--- config.mk ---
export PLATFORM = sky130hd
export DESIGN_NAME = axi_lite_csr_slave
export DESIGN_NICKNAME = d
export VERILOG_FILES = /design/src/rtl/axi_lite_pkg.sv /design/src/rtl/axi_lite_csr_slave.sv
export SDC_FILE = /design/constraint.sdc
export NUM_CORES = 1
export LEC_CHECK = 0
export BUFFER_PORTS_ARGS = -buffer_cell sky130_fd_sc_hd__buf_2
export CAP_MARGIN = 20
export CORE_ASPECT_RATIO = 0.6
export CORE_UTILIZATION = 35
export CTS_CLUSTER_DIAMETER = 200
export DETAILED_ROUTE_END_ITERATION = 10
export PLACE_DENSITY_LB_ADDON = 0.1
export SLEW_MARGIN = 15
export SYNTH_ARGS = -nofsm -noshare
export SYNTH_HDL_FRONTEND = slang
export SYNTH_SLANG_ARGS = --single-unit
--- constraint.sdc ---
create_clock -name clk -period 10.5 [get_ports clk]
set_input_delay 0.525 -clock clk [delete_from_list [all_inputs] [get_ports clk]]
set_output_delay 0.525 -clock clk [all_outputs]
set_load 0.05 [all_outputs]
--- src/rtl/axi_lite_pkg.sv ---
// Shared AXI4-Lite response codes and bus widths.
package axi_lite_pkg;

    typedef logic [1:0] axi_resp_t;

    localparam axi_resp_t RESP_OKAY   = 2'b00;
    localparam axi_resp_t RESP_SLVERR = 2'b10;

    localparam int unsigned AXIL_DATA_W = 32;
    localparam int unsigned AXIL_STRB_W = AXIL_DATA_W / 8;

endpackage

--- src/rtl/axi_lite_csr_slave.sv ---
// AXI4-Lite CSR responder: RW control bank with per-register update pulses
// followed by a read-only status window. One write and one read outstanding.
module axi_lite_csr_slave
    import axi_lite_pkg::*;
#(
    parameter int unsigned           ADDR_W   = 32,
    parameter int unsigned           DATA_W   = 32,
    parameter int unsigned           NUM_CTRL = 8,
    parameter int unsigned           NUM_STAT = 4,
    parameter logic [NUM_CTRL*32-1:0] CTRL_RST = '0
) (
    input  logic                     clk,
    input  logic                     rst,

    input  logic [ADDR_W-1:0]        AWADDR,
    input  logic                     AWVALID,
    output logic                     AWREADY,
    input  logic [DATA_W-1:0]        WDATA,
    input  logic [DATA_W/8-1:0]      WSTRB,
    input  logic                     WVALID,
    output logic                     WREADY,
    output logic [1:0]               BRESP,
    output logic                     BVALID,
    input  logic                     BREADY,

    input  logic [ADDR_W-1:0]        ARADDR,
    input  logic                     ARVALID,
    output logic                     ARREADY,
    output logic [DATA_W-1:0]        RDATA,
    output logic [1:0]               RRESP,
    output logic                     RVALID,
    input  logic                     RREADY,

    output logic [NUM_CTRL*32-1:0]   ctrl_q,
    output logic [NUM_CTRL-1:0]      ctrl_wr,
    input  logic [NUM_STAT*32-1:0]   stat_i
);

    localparam int unsigned IDX_W  = ADDR_W - 2;
    localparam int unsigned STRB_W = DATA_W / 8;

    // The register bank and byte-lane logic assume a 32-bit data bus.
    if (DATA_W != AXIL_DATA_W) begin : g_bad_data_w
        $error("axi_lite_csr_slave: DATA_W must be 32");
    end

    // Word-index classification.
    function automatic logic idx_is_ctrl(input logic [IDX_W-1:0] idx);
        return idx < IDX_W'(NUM_CTRL);
    endfunction

    function automatic logic idx_is_stat(input logic [IDX_W-1:0] idx);
        return (idx >= IDX_W'(NUM_CTRL)) && (idx < IDX_W'(NUM_CTRL + NUM_STAT));
    endfunction

    // Write-side state
    logic                         aw_held_q, aw_held_d;
    logic [IDX_W-1:0]             aw_idx_q,  aw_idx_d;
    logic                         w_held_q,  w_held_d;
    logic [DATA_W-1:0]            w_data_q,  w_data_d;
    logic [STRB_W-1:0]            w_strb_q,  w_strb_d;
    logic                         awready_q, awready_d;
    logic                         wready_q,  wready_d;
    logic                         bvalid_q,  bvalid_d;
    axi_resp_t                    bresp_q,   bresp_d;
    logic [NUM_CTRL-1:0][31:0]    ctrl_reg_q, ctrl_reg_d;
    logic [NUM_CTRL-1:0]          ctrl_wr_q, ctrl_wr_d;

    // Read-side state
    logic                         arready_q, arready_d;
    logic                         rvalid_q,  rvalid_d;
    logic [DATA_W-1:0]            rdata_q,   rdata_d;
    axi_resp_t                    rresp_q,   rresp_d;

    logic [IDX_W-1:0]             ar_idx;
    logic [DATA_W-1:0]            rd_mux_data;
    axi_resp_t                    rd_mux_resp;

    // Byte offsets within a word carry no meaning for this register map.
    logic                         unused_addr_lsbs;
    assign unused_addr_lsbs = ^{AWADDR[1:0], ARADDR[1:0]};

    assign ar_idx = ARADDR[ADDR_W-1:2];

    // Write path: capture AW/W independently, commit once both are held.
    always_comb begin
        aw_held_d  = aw_held_q;
        aw_idx_d   = aw_idx_q;
        w_held_d   = w_held_q;
        w_data_d   = w_data_q;
        w_strb_d   = w_strb_q;
        bvalid_d   = bvalid_q;
        bresp_d    = bresp_q;
        ctrl_reg_d = ctrl_reg_q;
        ctrl_wr_d  = '0;

        if (bvalid_q && BREADY) begin
            bvalid_d = 1'b0;
        end

        if (AWVALID && awready_q) begin
            aw_held_d = 1'b1;
            aw_idx_d  = AWADDR[ADDR_W-1:2];
        end

        if (WVALID && wready_q) begin
            w_held_d = 1'b1;
            w_data_d = WDATA;
            w_strb_d = WSTRB;
        end

        if (aw_held_q && w_held_q) begin
            aw_held_d = 1'b0;
            w_held_d  = 1'b0;
            bvalid_d  = 1'b1;
            if (idx_is_ctrl(aw_idx_q)) begin
                bresp_d = RESP_OKAY;
                for (int unsigned i = 0; i < NUM_CTRL; i++) begin
                    if (aw_idx_q == IDX_W'(i)) begin
                        ctrl_wr_d[i] = 1'b1;
                        for (int unsigned k = 0; k < STRB_W; k++) begin
                            if (w_strb_q[k]) begin
                                ctrl_reg_d[i][8*k +: 8] = w_data_q[8*k +: 8];
                            end
                        end
                    end
                end
            end else begin
                bresp_d = RESP_SLVERR;
            end
        end

        awready_d = !aw_held_d && !bvalid_d;
        wready_d  = !w_held_d  && !bvalid_d;
    end

    // Read mux: control bank, then status window, else decode error.
    always_comb begin
        rd_mux_data = '0;
        rd_mux_resp = RESP_SLVERR;
        if (idx_is_ctrl(ar_idx)) begin
            rd_mux_resp = RESP_OKAY;
            for (int unsigned i = 0; i < NUM_CTRL; i++) begin
                if (ar_idx == IDX_W'(i)) begin
                    rd_mux_data = ctrl_reg_q[i];
                end
            end
        end else if (idx_is_stat(ar_idx)) begin
            rd_mux_resp = RESP_OKAY;
            for (int unsigned j = 0; j < NUM_STAT; j++) begin
                if (ar_idx == IDX_W'(NUM_CTRL + j)) begin
                    rd_mux_data = stat_i[32*j +: 32];
                end
            end
        end
    end

    // Read path: sample on AR handshake, hold until R handshake.
    always_comb begin
        rdata_d  = rdata_q;
        rresp_d  = rresp_q;
        rvalid_d = rvalid_q;

        if (rvalid_q && RREADY) begin
            rvalid_d = 1'b0;
        end

        if (ARVALID && arready_q) begin
            rvalid_d = 1'b1;
            rdata_d  = rd_mux_data;
            rresp_d  = rd_mux_resp;
        end

        arready_d = !rvalid_d;
    end

    // State registers; reset abandons any in-flight transfer.
    always_ff @(posedge clk or posedge rst) begin
        if (rst) begin
            aw_held_q  <= 1'b0;
            aw_idx_q   <= '0;
            w_held_q   <= 1'b0;
            w_data_q   <= '0;
            w_strb_q   <= '0;
            awready_q  <= 1'b0;
            wready_q   <= 1'b0;
            bvalid_q   <= 1'b0;
            bresp_q    <= RESP_OKAY;
            ctrl_reg_q <= CTRL_RST;
            ctrl_wr_q  <= '0;
            arready_q  <= 1'b0;
            rvalid_q   <= 1'b0;
            rdata_q    <= '0;
            rresp_q    <= RESP_OKAY;
        end else begin
            aw_held_q  <= aw_held_d;
            aw_idx_q   <= aw_idx_d;
            w_held_q   <= w_held_d;
            w_data_q   <= w_data_d;
            w_strb_q   <= w_strb_d;
            awready_q  <= awready_d;
            wready_q   <= wready_d;
            bvalid_q   <= bvalid_d;
            bresp_q    <= bresp_d;
            ctrl_reg_q <= ctrl_reg_d;
            ctrl_wr_q  <= ctrl_wr_d;
            arready_q  <= arready_d;
            rvalid_q   <= rvalid_d;
            rdata_q    <= rdata_d;
            rresp_q    <= rresp_d;
        end
    end

    assign AWREADY = awready_q;
    assign WREADY  = wready_q;
    assign BVALID  = bvalid_q;
    assign BRESP   = bresp_q;
    assign ARREADY = arready_q;
    assign RVALID  = rvalid_q;
    assign RDATA   = rdata_q;
    assign RRESP   = rresp_q;
    assign ctrl_q  = ctrl_reg_q;
    assign ctrl_wr = ctrl_wr_q;

endmodule

==> results of run 1 <==
-- where the power goes --
group / internal, mW / switching, mW
combinational: 0.225 / 0.315
clock: 0.837 / 0.595
sequential: 1.57 / 0.230
total: 2.63 / 1.14
-- registers in the layout (all words and copies together), names as in the netlist --
register / count
w_strb_q: 4
BRESP: 1
WREADY: 1
BVALID: 1
ARREADY: 1
aw_held_q: 1
RDATA: 32
w_held_q: 1
ctrl_q: 256
RRESP: 1
RVALID: 1
w_data_q: 32
AWREADY: 1
ctrl_wr: 8
aw_idx_q: 30
-- critical path, stage by stage, from the launching register on --
cell	delay, ns
dfrtp_1	0.37
or4_1	0.56
or4_4	0.87
nor4_4	0.98
mux2_2	0.42
-- layout make-up --
type                       count  area, sq um  area share (%)
timing repair buffer         547         2810            12.9
clock inverter                11          134           0.613
tap                          640          801            3.67
clock buffer                  57         1160            5.30
inverter                      10         41.3           0.189
multi-input combinational    657         7600            34.8
antenna                        1         2.50          0.0115
sequential                   371         9280            42.5
-- metal layers --
metal  up-vias  routed length [microns]  global-route usage [%]
met3        78                     3020                    4.93
met2       329                    26700                    36.0
met4         2                     1120                    4.92
met5         -                        8                       0
met1      6383                    26300                    33.1
li1       5287                        -                       -
-- cells by family (layout without fill, tap and decap cells) --
kind of cell           count (synthesis)  after routing  synth area share [%]
muxes                                420            420                  33.3
buffers and inverters                 70            625                  1.84
AOI/OAI and AO/OA                     90             90                  4.19
and+or+nand+nor                      145            145                  6.56
other                                  1              3                0.0219
DFF                                  371            371                  54.1
-- stage by stage --
step	cells	utilization (%)	total power, mW	cell area [sq um]	setup WS, ns
after CTS	2293	45.4	3.82	21800	7.07
after detailed placement	2225	42.7	2.37	20500	6.62
final	2294	45.4	3.77	21800	7.12
after global routing	2294	45.4	3.95	21800	6.98
after floorplan	1098	-	2.13	17200	4.99
after global placement	2225	42.7	2.36	20500	6.64
-- worst min path at each step --
| stage | startpoint | end | slack, ns | depth (start not counted) |
|---|---|---|---|---|
| 2_1_floorplan | aw_idx_q[19] | aw_idx_q[19] | 0.47 | 1 |
| 3_3_place_gp | RDATA[0] | RDATA[0] | 0.46 | 2 |
| 3_5_place_dp | RDATA[14] | RDATA[14] | 0.47 | 2 |
| 4_1_cts | AWVALID | AWREADY | 0.15 | 2 |
| 5_1_grt | AWVALID | AWREADY | 0.17 | 2 |
| 6_report | AWVALID | AWREADY | 0.20 | 2 |
-- layout by cell type (no fill, tap or decap), types with 7 or more instances in the layout --
cell	instances
a221o_1	25
buf_4	13
a22oi_1	27
o21ai_0	12
mux2_2	326
clkinv_2	7
nand2_1	22
dfrtp_1	371
buf_2	531
nor4_4	8
inv_1	8
clkbuf_16	41
nor2_1	33
clkbuf_8	7
nor3_4	24
nor4_1	8
nand2b_1	10
clkbuf_1	9
mux4_2	88
==> flow_metrics.tcl, run 1 <==
set metrics [dict create \
    cts_buffers 39 \
    synth-seq-cells 371 \
    grt_pass1_vias 12600 \
    r2r_setup_slack_ns 7.12 \
    wl_per_cell_microns 24.9 \
    fillers 4436 \
    die_area_sq_um 50000 \
    grt_max_degree 161 \
    synth_most_common_cell "dfrtp_1" \
    finalCriticalPeriod_ns 3.38 \
    hold_ws_ns 0.199 \
    synth_cells 1097 \
    power_density_nw_per_um2 173 \
    syn_area_sq_um 17200 \
    cts.htree.levels 2 \
    finalMaxSlewViolations 0 \
    critPathCapture "ctrl_q[51]" \
    setup_viol 0 \
    nNetsFinal 1861 \
    maxCapViolCount 0 \
    start_kind "flip-flop" \
    synth_commonest_cells "371 x dfrtp_1, 326 x mux2_2, 88 x mux4_2" \
    place.port_buffers 533 \
    grt_pass1_wl_microns 85800 \
    final_antenna_net_count 0 \
    grt_use_total_pct 23.1 \
    root_buffer "clkbuf_16" \
    slew_headroom_pct 31.0 \
    synthFlopType "dfrtp_1" \
    r2r-end "ctrl_q[51]" \
    peakVddDrop_mv 0.122 \
    die_h_microns 174 \
    crit_required_ns 10.91 \
    path_clk_slew_ns 0.06 \
    clk_latency_ns 0.54 \
    post-route-period-util_pct 32.2 \
    post-cts-setup-buffer-count 0 \
    hold_buffers 0 \
    rsz0062_at_grt "false" \
    power.leakage_nw 11.3 \
    dp_hpwl_microns 39900 \
    ctsResizeCount 0 \
    yosysSeqAreaShare_pct 54.1 \
    setup.worst_path.start "aw_idx_q[21]" \
    start_util_pct 35.7 \
    r2r_start "aw_idx_q[21]" \
    max_freq_mhz 296 \
    yosysTopAreaCell "dfrtp_1" \
    crit_path_max_fanout 35 \
    ys_types 46 \
    cts_tree "yes" \
    coreArea_sq_um 48100 \
    ios 540 \
    synth_edf_count 0 \
    drc_errors 40 \
    gr-total-overflow 0 \
    wirelength_microns 57100 \
    layout-drive-gt1-share_pct 64.3 \
    antenna_found_initial 5 \
    cts_buffer_depth 3 \
    critPathArrivalTime_ns 3.80 \
    ys_top_cells_by_area "dfrtp_1 54%, mux2_2 21%, mux4_2 12%" \
    setup_tns_ns 0 \
    hold_viol_final 0 \
    num_rows 62 \
    fp.dieW_microns 288 \
    yosysTopAreaCellShare_pct 54.1 \
    drt_iter0_drc 619 \
    violations "DRC" \
    r2r_cells 4 \
    synthArstFlopShare_pct 100 \
    crit_type "flip-flop to flip-flop" \
    status "complete, but fails checks" \
    cts_sinks 371 \
    endpoint_kind "flip-flop" \
    yosysWarnings 0 \
    num_vias 12100 \
    hold_class "primary input to flip-flop" \
    syn-mean-instance-area_sq_um 15.6 \
    tightest_slew_ns 1.03 \
    dr.pass1.iters 8 \
    gp_congestion 0.770 \
    area_growth_pct 27.2 \
    finClkSkew_ns 0.0244 \
    via_per_inst 5.27 \
]
(Power assumes the default switching activity.)
==> inputs of run 2 (changes only) <==
==> constraint.sdc (replaced) <==
create_clock -name clk -period 3.3 [get_ports clk]
set_input_delay 0.165 -clock clk [delete_from_list [all_inputs] [get_ports clk]]
set_output_delay 0.165 -clock clk [all_outputs]
set_load 0.05 [all_outputs]
==> flow_metrics.tcl, run 2 (same netlist as run 1, synthesis figures left out) <==
set metrics [dict create \
    status "complete, but fails checks" \
    violations "DRC" \
    drc_errors 40 \
    layout-drive-gt1-share_pct 62.4 \
    critical_path.top_delay_family "simple AND/OR/NAND/NOR gates" \
    tightest_slew_ns 0.880 \
    area_growth_pct 33.0 \
    grt_use_total_pct 23.2 \
    hold_viol_final 0 \
    wirelength_microns 57800 \
    p_seq_share_pct 48.9 \
    crit_type "flip-flop to flip-flop" \
    cts_sinks 371 \
    hold_class "primary input to flip-flop" \
    die_area_sq_um 50000 \
    maxCapViolCount 0 \
    clk_latency_ns 0.53 \
    via_per_inst 5.21 \
    swShare_pct 30.2 \
    p_switching_mw 3.54 \
    num_vias 12500 \
    setup_ws_ns 0.388 \
    design_area_sq_um 22800 \
    worst-path-buf-inv 2 \
    setup_tns_ns 0 \
    post-route-period-util_pct 88.2 \
    grt_max_degree 118 \
    dr.pass1.iters 7 \
    combPwrFrac_pct 15.9 \
    ios 540 \
    antenna_found_initial 3 \
    gr-total-overflow 0 \
    final_common_cell "buf_2" \
    p_int_mw 8.16 \
    cts_buffers 38 \
    die_h_microns 174 \
    largest_reg_flops 256 \
    dp_hpwl_microns 41600 \
    start_util_pct 35.7 \
    grt_pass1_wl_microns 86500 \
    gp_congestion 0.779 \
    max_freq_mhz 343 \
    power_density_nw_per_um2 513 \
    peakVddDrop_mv 0.253 \
    critPathArrivalTime_ns 3.32 \
    cpPeakStageDelay_ns 0.67 \
    final_antenna_net_count 0 \
    cp_cell_sequence "or4_1 -> or4_4 -> buf_12 -> nor4_4 -> buf_4 -> mux2_2" \
    num_rows 62 \
    hold_ws_ns 0.0796 \
    root_buffer "clkbuf_16" \
    place_ws_ns 0.416 \
    slew_headroom_pct 41.1 \
    fillers 4423 \
    top_layer "met5" \
    crit_path_max_fanout 24 \
    cts_buffer_depth 3 \
    post-cts-setup-buffer-count 0 \
    start_kind "flip-flop" \
    p_clk_share_pct 35.3 \
    wl_met3_microns 3330 \
    place.port_buffers 533 \
    cts.htree.levels 2 \
    worst_path_max_delay_cell "or4_4" \
    place_inst 2269 \
    finalMaxSlewViolations 0 \
    regArea_sq_um 9280 \
    finClkSkew_ns 0.0138 \
    grt_pass1_vias 13300 \
    power.leakage_nw 11.8 \
    nNetsFinal 1975 \
    setup_viol 0 \
    crit_required_ns 3.71 \
    wl_met2_microns 27500 \
    endpoint_kind "flip-flop" \
    r2r_setup_slack_ns 0.39 \
    wl_per_cell_microns 24.0 \
    placedInstanceArea_sq_um 21000 \
    cts_tree "yes" \
    multi_input_area_sq_um 7600 \
    rsz0062_at_grt "false" \
    drt_iter0_drc 601 \
    coreArea_sq_um 48100 \
    final_cells 2403 \
    m1WireLength_microns 26100 \
    path_clk_slew_ns 0.07 \
    final_cell_mix "531 x buf_2, 371 x dfrtp_1, 326 x mux2_2, 88 x mux4_2, 71 x dlygate4sd3_1" \
    fp.dieW_microns 288 \
    finalCriticalPeriod_ns 2.91 \
]
## run 2: changes by cell type in the layout (fill, tap and decap cells not counted), sizes merged
cell	previous run	this run
buf	547	591
bufinv	3	0
clkbuf	57	58
clkinv	7	2
dlygate4sd3	0	71
inv	10	11
## run 2: final cells by class
cell class              count  share of cell area (%)
well taps                 640                    3.51
inverters                  10                   0.181
flip-flops and latches    371                    40.7
diodes                      1                  0.0110
multi-input cells         657                    33.3
clock buffers              58                    4.94
clock inverters             4                   0.121
repair buffers            662                    17.2
## run 2: tightest hold or removal path: cells and delay by family
family | cells | cell delay (ns)
AND/OR/NAND/NOR | 1 | 0.10
AO/OA/AOI/OAI | 1 | 0.09
buffers and inverters | 1 | 0.20
## run 2: power groups by stage
| stage | Clock [mW] | Sequential (mW) | Combinational (mW) |
|---|---|---|---|
| after floorplan | 0 | 5.52 | 1.27 |
| after global placement | 0 | 5.77 | 1.79 |
| after detailed placement | 0 | 5.79 | 1.82 |
| after CTS | 4.26 | 5.70 | 1.89 |
| after global routing | 4.46 | 5.82 | 2.00 |
| final | 4.13 | 5.72 | 1.86 |
## run 2: routing by layer
metal | vias to the layer above | track usage, %
li1 | 5525 | -
met1 | 6588 | 32.4
met2 | 333 | 37.2
met3 | 68 | 4.96
met4 | 2 | 4.78
met5 | - | 0
## run 2: final timing paths
| check | start | depth (start not counted) | to |
|---|---|---|---|
| worst max-delay path | aw_idx_q[21] | 6 | ctrl_q[51] |
| worst min-delay path | ARADDR[5] | 3 | RRESP[1] |
| worst max register to register | aw_idx_q[21] | 6 | ctrl_q[51] |
| worst min register to register | RDATA[0] | 2 | RDATA[0] |
| max in group asynchronous | rst | 4 | ctrl_q[240] |
| min in group asynchronous | rst | 3 | ctrl_wr[0] |
## run 2: timing repair
action                                 4_1_cts  5_1_grt
hold buffers                                71        0
endpoints found under the hold margin       98        0
gates resized for setup                      0        0
## run 2: stage by stage
stage               util [%]  power, mW
floorplan                  -       6.79
global placement        43.6       7.56
detailed placement      43.6       7.61
CTS                     47.4       11.9
global route            47.4       12.3
finish                  47.4       11.7
==> inputs of run 3 (changes only) <==
--- a/config.mk
+++ b/config.mk
@@ -12,7 +12,7 @@
 export CTS_CLUSTER_DIAMETER = 200
 export DETAILED_ROUTE_END_ITERATION = 10
 export PLACE_DENSITY_LB_ADDON = 0.1
-export SLEW_MARGIN = 15
+export SLEW_MARGIN = 20
 export SYNTH_ARGS = -nofsm -noshare
 export SYNTH_HDL_FRONTEND = slang
 export SYNTH_SLANG_ARGS = --single-unit
==> constraint.sdc (replaced) <==
create_clock -name clk -period 3.7 [get_ports clk]
set_input_delay 0.185 -clock clk [delete_from_list [all_inputs] [get_ports clk]]
set_output_delay 0.185 -clock clk [all_outputs]
set_load 0.05 [all_outputs]
==> flow_metrics.tcl, run 3 (same netlist as run 1, synthesis figures left out) <==
set metrics [dict create \
    r2r-end "ctrl_q[77]" \
    die_h_microns 174 \
    finalCriticalPeriod_ns 3.12 \
    finClkSkew_ns 0.0154 \
    final_cell_mix "531 x buf_2, 371 x dfrtp_1, 326 x mux2_2, 88 x mux4_2, 71 x dlygate4sd3_1" \
    peakVddDrop_mv 0.258 \
    fillers 4387 \
    worst_path_max_delay_cell "or4_4" \
    critPathCapture "ctrl_q[77]" \
    ios 540 \
    placedInstanceArea_sq_um 20900 \
    power_density_nw_per_um2 472 \
    critPathArrivalTime_ns 3.53 \
    grt_max_degree 88 \
    max_freq_mhz 321 \
    nNetsFinal 1971 \
    ctsResizeCount 0 \
    wl_per_cell_microns 24.3 \
    clk_latency_ns 0.53 \
    violations "DRC" \
    num_vias 12500 \
    hold_viol_final 0 \
    fin_util_pct 47.7 \
    whs_path_depth 3 \
    die_area_sq_um 50000 \
    place_inst 2263 \
    post-route-period-util_pct 84.2 \
    cp_common_cell "buf_4" \
    fp.dieW_microns 288 \
    setup_ws_ns 0.585 \
    r2r_start "aw_idx_q[21]" \
    use_met1_pct 32.9 \
    maxCapViolCount 0 \
    layout-drive-gt1-share_pct 62.5 \
    grt_util_met3_pct 5.08 \
    crit_path_max_fanout 30 \
    grt_pass1_vias 13200 \
    start_util_pct 35.7 \
    dp_hpwl_microns 42100 \
    place_ws_ns 0.604 \
    via_per_inst 5.20 \
    drt_iter0_drc 594 \
    final_antenna_net_count 0 \
    finalMaxSlewViolations 0 \
    antenna_found_initial 4 \
    power.leakage_nw 11.8 \
    cts_sinks 371 \
    status "complete, but fails checks" \
    setup.worst_path.start "aw_idx_q[21]" \
    cp_cell_sequence "or4_1 -> or4_4 -> buf_4 -> nor3_4 -> buf_4 -> mux2_2" \
    wirelength_microns 58300 \
    hold_class "primary input to flip-flop" \
    path_clk_slew_ns 0.06 \
    diodes 0 \
    num_rows 62 \
    cts_tree "yes" \
    crit_type "flip-flop to flip-flop" \
    gp_congestion 0.772 \
    endpoint_kind "flip-flop" \
    slew_headroom_pct 42.5 \
    gr-total-overflow 0 \
    start_kind "flip-flop" \
    grt_busiest_layer "met2" \
    tightest_slew_ns 0.862 \
    grt_pass1_wl_microns 87600 \
    largest_reg_flops 256 \
    setup_viol 0 \
    area_growth_pct 33.7 \
    grt_use_total_pct 23.6 \
    finalPower_mw 10.8 \
    place.port_buffers 533 \
    crit_required_ns 4.11 \
    root_buffer "clkbuf_16" \
    cpPeakStageDelay_ns 0.84 \
    final_common_cell "buf_2" \
    design_area_sq_um 22900 \
    final_cells 2402 \
    r2r_setup_slack_ns 0.58 \
    rsz0062_at_grt "false" \
    met2_usage_pct 38.0 \
    drc_errors 40 \
    cts_buffer_depth 3 \
    cts.htree.levels 2 \
    r2r_cells 6 \
    coreArea_sq_um 48100 \
    cts_buffers 39 \
    dr.pass1.iters 8 \
]
==> run 3: worst min path at each step <==
stage	from	endpoint	slack [ns]
2_1_floorplan	AWVALID	AWREADY	0.28
3_3_place_gp	AWVALID	AWREADY	0.39
3_5_place_dp	AWVALID	AWREADY	0.40
4_1_cts	ARADDR[5]	RRESP[1]	0.07
5_1_grt	ARADDR[5]	RRESP[1]	0.09
6_report	ARADDR[5]	RRESP[1]	0.08
==> run 3: critical path, delay by kind of cell (launching register included) <==
family	cells	cell delay [ns]
AND/OR/NAND/NOR	3	1.59
buffers and inverters	2	0.60
flip-flops	1	0.38
multiplexers	1	0.35
==> run 3: per-stage QoR <==
step	hold slack [ns]	TNS [ns]
detailed placement	0.401	0
CTS	0.0719	0
finish	0.0802	0
global placement	0.392	0
global route	0.0937	0
floorplan	0.284	-543.57
==> run 3: area by class of cell <==
cell class | count | area, sq um | share of cell area (%)
inverter | 10 | 41.3 | 0.180
clock buffer | 62 | 1220 | 5.34
clock inverter | 5 | 78.8 | 0.344
sequential | 371 | 9280 | 40.5
multi-input combinational | 657 | 7600 | 33.1
timing repair buffer | 657 | 3910 | 17.0
tap | 640 | 801 | 3.49
==> run 3: repair_timing <==
| item | 4_1_cts | 5_1_grt |
|---|---|---|
| hold buffers | 71 | 0 |
| buffers inserted | 0 | 0 |
| hold endpoints to repair | 104 | 0 |
==> run 3: per-layer routing <==
layer | share of wire [%] | up-vias
met5 | 0.039 | -
met4 | 1.7 | 4
met3 | 5.4 | 80
met2 | 48 | 309
met1 | 45 | 6576
li1 | - | 5510
==> run 3: power by group <==
part           leakage (nW)  internal, mW  switching, mW  total, mW
sequential             5.01          4.45          0.641       5.09
combinational          6.15         0.735          0.961       1.70
clock                 0.643          2.40           1.63       4.03
total                  11.8          7.59           3.23       10.8
